File: config.mk
export PLATFORM = sky130hd
export DESIGN_NAME = axis_packet_rr_arbiter
export DESIGN_NICKNAME = d
export VERILOG_FILES = /design/src/rtl/axis_packet_rr_arbiter.sv
export SDC_FILE = /design/constraint.sdc
export NUM_CORES = 1
export LEC_CHECK = 0
export CAP_MARGIN = 40
export CORE_MARGIN = 4
export CORE_UTILIZATION = 35
export CTS_CLUSTER_DIAMETER = 80
export DETAILED_ROUTE_END_ITERATION = 8
export GPL_TIMING_DRIVEN = 0
export PLACE_DENSITY = 0.69
export SLEW_MARGIN = 20
export SYNTH_ARGS = -nofsm -noshare
export SYNTH_HDL_FRONTEND = slang
export SYNTH_SLANG_ARGS = --single-unit
export TNS_END_PERCENT = 50
File: constraint.sdc
create_clock -name aclk -period 5.6 [get_ports aclk]
set_input_delay 0.56 -clock aclk [delete_from_list [all_inputs] [get_ports aclk]]
set_output_delay 0.56 -clock aclk [all_outputs]
set_load 0.03 [all_outputs]
File: src/rtl/axis_packet_rr_arbiter.sv
// Packet-granular round-robin merge of NUM AXI-stream sources onto one channel.
// A grant is held from the first beat through tlast; each packet pays one IDLE bubble.

module axis_rr_lane #(
    parameter int DSIZE = 8,
    parameter int KSIZE = 1
) (
    input  logic             sel,
    input  logic [DSIZE-1:0] tdata,
    input  logic [KSIZE-1:0] tkeep,
    input  logic             tvalid,
    input  logic             tlast,
    input  logic             m_tready,
    output logic             tready,
    output logic [DSIZE-1:0] data,
    output logic [KSIZE-1:0] keep,
    output logic             valid,
    output logic             last
);
    // Non-selected lanes contribute zero so the top can OR-merge all lanes.
    assign tready = sel & m_tready;
    assign data   = sel ? tdata : '0;
    assign keep   = sel ? tkeep : '0;
    assign valid  = sel & tvalid;
    assign last   = sel & tlast;
endmodule

module axis_packet_rr_arbiter #(
    parameter int NUM   = 2,
    parameter int DSIZE = 8,
    parameter int KSIZE = 1,
    parameter int IDW   = 4
) (
    input  logic                 aclk,
    input  logic                 aresetn,
    input  logic [NUM*DSIZE-1:0] s_tdata,
    input  logic [NUM*KSIZE-1:0] s_tkeep,
    input  logic [NUM-1:0]       s_tvalid,
    input  logic [NUM-1:0]       s_tlast,
    output logic [NUM-1:0]       s_tready,
    output logic [DSIZE-1:0]     m_tdata,
    output logic [KSIZE-1:0]     m_tkeep,
    output logic                 m_tvalid,
    output logic                 m_tlast,
    output logic [IDW-1:0]       m_tuser,
    input  logic                 m_tready,
    output logic [15:0]          m_tcnt,
    output logic                 busy
);
    localparam int IW = IDW + 1;

    typedef enum logic {IDLE, LOCK} state_t;

    state_t         state, state_nxt;
    logic [IDW-1:0] gnt, gnt_nxt, ptr, ptr_nxt, pick;
    logic [15:0]    cnt_nxt;
    logic           found;
    logic           lock;

    logic [NUM-1:0]            sel;
    logic [NUM-1:0][DSIZE-1:0] lane_data;
    logic [NUM-1:0][KSIZE-1:0] lane_keep;
    logic [NUM-1:0]            lane_valid;
    logic [NUM-1:0]            lane_last;

    // Reset gates the datapath so an abandoned packet takes no handshake on the reset edge.
    assign lock = (state == LOCK) && aresetn;

    for (genvar i = 0; i < NUM; i++) begin : g_lane
        assign sel[i] = lock && (gnt == IDW'(i));

        axis_rr_lane #(.DSIZE(DSIZE), .KSIZE(KSIZE)) u_lane (
            .sel      (sel[i]),
            .tdata    (s_tdata[i*DSIZE +: DSIZE]),
            .tkeep    (s_tkeep[i*KSIZE +: KSIZE]),
            .tvalid   (s_tvalid[i]),
            .tlast    (s_tlast[i]),
            .m_tready (m_tready),
            .tready   (s_tready[i]),
            .data     (lane_data[i]),
            .keep     (lane_keep[i]),
            .valid    (lane_valid[i]),
            .last     (lane_last[i])
        );
    end

    always_comb begin
        m_tdata = '0;
        m_tkeep = '0;
        for (int i = 0; i < NUM; i++) begin
            m_tdata = m_tdata | lane_data[i];
            m_tkeep = m_tkeep | lane_keep[i];
        end
    end

    assign m_tvalid = |lane_valid;
    assign m_tlast  = |lane_last;
    assign m_tuser  = gnt;
    assign busy     = (state == LOCK);

    // First valid requester scanning upward from ptr, modulo NUM.
    always_comb begin
        logic [IW-1:0] idx;
        logic          v;
        found = 1'b0;
        pick  = '0;
        idx   = '0;
        v     = 1'b0;
        for (int k = 0; k < NUM; k++) begin
            idx = {1'b0, ptr} + IW'(k);
            if (idx >= IW'(NUM))
                idx = idx - IW'(NUM);
            v = 1'b0;
            for (int j = 0; j < NUM; j++)
                if (idx == IW'(j))
                    v = s_tvalid[j];
            if (!found && v) begin
                found = 1'b1;
                pick  = idx[IDW-1:0];
            end
        end
    end

    always_comb begin
        state_nxt = state;
        gnt_nxt   = gnt;
        ptr_nxt   = ptr;
        cnt_nxt   = m_tcnt;
        case (state)
            IDLE: begin
                if (found) begin
                    gnt_nxt   = pick;
                    state_nxt = LOCK;
                end
            end
            LOCK: begin
                if (m_tvalid && m_tready) begin
                    if (m_tlast) begin
                        cnt_nxt   = '0;
                        ptr_nxt   = (gnt == IDW'(NUM - 1)) ? '0 : gnt + 1'b1;
                        state_nxt = IDLE;
                    end else if (m_tcnt != 16'hFFFF) begin
                        cnt_nxt = m_tcnt + 16'd1;
                    end
                end
            end
            default: state_nxt = IDLE;
        endcase
    end

    always_ff @(posedge aclk) begin
        if (!aresetn) begin
            state  <= IDLE;
            gnt    <= '0;
            ptr    <= '0;
            m_tcnt <= '0;
        end else begin
            state  <= state_nxt;
            gnt    <= gnt_nxt;
            ptr    <= ptr_nxt;
            m_tcnt <= cnt_nxt;
        end
    end
endmodule

==> results.txt <==
Core Area -> 4384 µm²
Synth top area share -> 0.3137
Critical Path Fanout Max -> 10
Mapped Cells -> 186
Cell area after synthesis -> 1595 µm²
Global-route wire length before repair -> 6672 µm
Clk buf depth -> 2
Post-synth cell types -> 44
Area leader, netlist -> dfxtp_1
Initial drt markers -> 48
Most frequent cells in the layout -> clkdlybuf4s50_1 (58), dfxtp_1 (25), nor2_1 (23)
Sw Pwr -> 98.04 µW
Reg power frac -> 0.495
Min-delay src -> m_tuser[1]$_SDFFE_PN0P_
HPWL Detailed -> 3157 µm
Synthesis-stage register bit count -> 25
Die Span Y -> 75.51 µm
Worst Path Buf+Inv -> 4
Drt total wl -> 3991 µm
Clock share of power -> 0.300
Gr usage total -> 0.1486
Layout Nets -> 282
Starting Density -> 0.3639
IO Count -> 59
R2R depth -> 9
Top cells by area, synth -> dfxtp_1 (31%), mux2i_1 (8.2%), ha_1 (6.3%)
Hold violation count in the final report -> 0
Min cycle time layout -> 3.260 ns
Syn nets -> 219
Largest net degree at the start of global routing -> 16
Clock tree from TritonCTS -> built
IR drop worst, VDD -> 0.08711 mV
Max frequency -> 0.3067 GHz
Final period utilization -> 0.5822
Crit. path cell count -> 6
Worst R2R Start -> ptr[0]$_SDFFE_PN0P_
PwrDens -> 159.8 nW/µm²
Total gr overflow -> 0
Leak pwr -> 0.0007862 µW
Remaining DRCs -> 0
DR WL/cell -> 13.30 µm
Routed vias/inst -> 5.220
CP Capture Type -> output pin
Most common cell after layout, fill and taps aside -> clkdlybuf4s50_1
# rows -> 24
CP arrival -> 2.70 ns
Worst hold-check path type -> reg2reg
Worst hold slack -> 0.5072 ns
Diodes inserted -> 0
Worst-skew pair later-pin latency -> 0.27 ns
RSZ-0062 raised after global routing -> no
Worst Tran Pin Value -> 0.6039 ns
Worst Setup Path Type -> in2out
Port buffer count -> 58
# H-tree levels -> 1
Startpoint Class -> primary input
YS warnings -> 0
DR vias -> 1566
Clk sink count -> 25
Average size of a mapped cell -> 8.577 µm²
Setup violators final -> 0
Setup TNS -> 0 ns
Number of gates resized after cts -> 0
Hold buffers post-CTS -> 0
Drt first pass iters -> 4
Die area -> 5702 µm²
Crit-path max cell delay -> 0.67 ns
Setup bufs post-CTS -> 0
Comb pwr share -> 0.205
Initial antenna violation count -> 0
CTS buffer count -> 3
Placed instance area -> 2241 µm²
Worst Setup SP -> aresetn
Max-cap violations -> 0
CP delay by family, top -> buffers and inverters
Number of global-route vias before repair -> 1511
Sequential-to-total area share from yosys stat -> 0.3137
Cell Chain, Critical Path -> clkdlybuf4s50_1, nand3_1, clkbuf_1, nor3b_1, buf_4, clkdlybuf4s50_1
Top cell by count, worst path -> clkdlybuf4s50_1
Routed Antenna Nets -> 0
Outcome -> complete, no violations
DP Cell Count -> 296
DIE WIDTH -> 75.51 µm
Slowest CP cell -> clkdlybuf4s50_1
Skew final -> 0.01033 ns
Clock transition at the registers of the reported paths -> 0.08 ns
Hold Path Stages -> 1
Rel. slew slack -> 0.5940
Root Buffer -> clkbuf_8
Layout cells sized above 1 -> 0.06855
Finished Core Util -> 0.5223
Final instance area -> 2290 µm²
Final slew viol count -> 0
Sw frac -> 0.2680
Required @ worst endpoint -> 5.04 ns
Routability cong. -> 0.8332
Post-route non-filler standard cell count -> 300
Power Internal -> 267.8 µW
Area Overhead vs Synth -> 43.53%
## synthesized netlist by cell type
cell / n
and3b_1: 1
buf_6: 1
xnor2_1: 9
nor3_2: 1
and3_1: 2
o21ai_0: 9
o221ai_1: 1
a21o_1: 1
o21a_1: 1
mux2i_1: 13
nand4_4: 1
inv_1: 10
nand4_1: 5
and4_1: 3
nand3_1: 3
or4_4: 1
a31oi_1: 1
o311a_1: 1
nor3b_1: 5
xor2_1: 2
o32a_1: 1
dfxtp_1: 25
nand4b_1: 1
or4b_2: 1
nand2_1: 13
o211ai_1: 1
nor4_2: 1
a2111oi_0: 3
mux2_4: 1
mux2_2: 1
a21oi_1: 10
nor2_1: 23
buf_4: 2
a22oi_1: 1
buf_2: 2
clkbuf_1: 4
ha_1: 8
a311oi_1: 1
nor2b_1: 1
nor4bb_1: 1
or3_1: 8
a211oi_1: 4
and2_1: 1
o2111ai_2: 1
## routing by layer
layer / up-vias / track usage / wire length, µm
met5: - / 0 / 0
met4: 0 / 0.03883 / 43
met3: 5 / 0.02902 / 192
met2: 40 / 0.2464 / 1882
met1: 724 / 0.1979 / 1873
li1: 797 / - / -
## stage by stage
step	setup WS [ns]	power, µW
2_1_floorplan	3.219	224.6
3_3_place_gp	2.333	260.2
3_5_place_dp	2.345	260.3
4_1_cts	2.335	369.8
5_1_grt	2.177	381.6
6_report	2.340	365.8
## final timing paths
| path | to | slack [ns] |
|---|---|---|
| setup reg to reg | m_tuser[0]$_SDFFE_PN0P_ | 2.93 |
| setup / recovery | s_tready[0] | 2.34 |
| hold / removal | m_tuser[1]$_SDFFE_PN0P_ | 0.51 |
| hold reg to reg | m_tuser[1]$_SDFFE_PN0P_ | 0.51 |
## registers in the layout, summed over array words and instances (netlist names)
register	flops
m_tuser	4
ptr	4
busy	1
m_tcnt	16
## power by group through the flow
stage / Combinational [µW] / Clock [µW] / Sequential [µW]
3_5_place_dp: 75.1 / 0 / 185
5_1_grt: 80.7 / 119 / 182
6_report: 74.9 / 110 / 181
2_1_floorplan: 37.0 / 0 / 188
4_1_cts: 75.6 / 113 / 181
3_3_place_gp: 75.0 / 0 / 185
## kinds of logic (layout without fill, tap and decap cells)
group | count (synthesis) | in the layout | synth area share
compound gates | 36 | 36 | 0.1506
xor+xnor | 11 | 11 | 0.06040
fa+ha+maj | 8 | 8 | 0.06275
buf+inv | 19 | 81 | 0.05568
flops | 25 | 25 | 0.3137
mux | 15 | 15 | 0.09803
simple gates | 72 | 72 | 0.2588
## cell type report
cell class	count	area (µm²)
buffer	9	51.30
clock buffer	3	41.29
clock inverter	1	7.507
fill	415	2095
inverter	10	37.54
multi-input combinational	142	1006
sequential	25	500.5
tap	52	65.06
timing repair buffer	58	580.6
(Power assumes the default switching activity.)
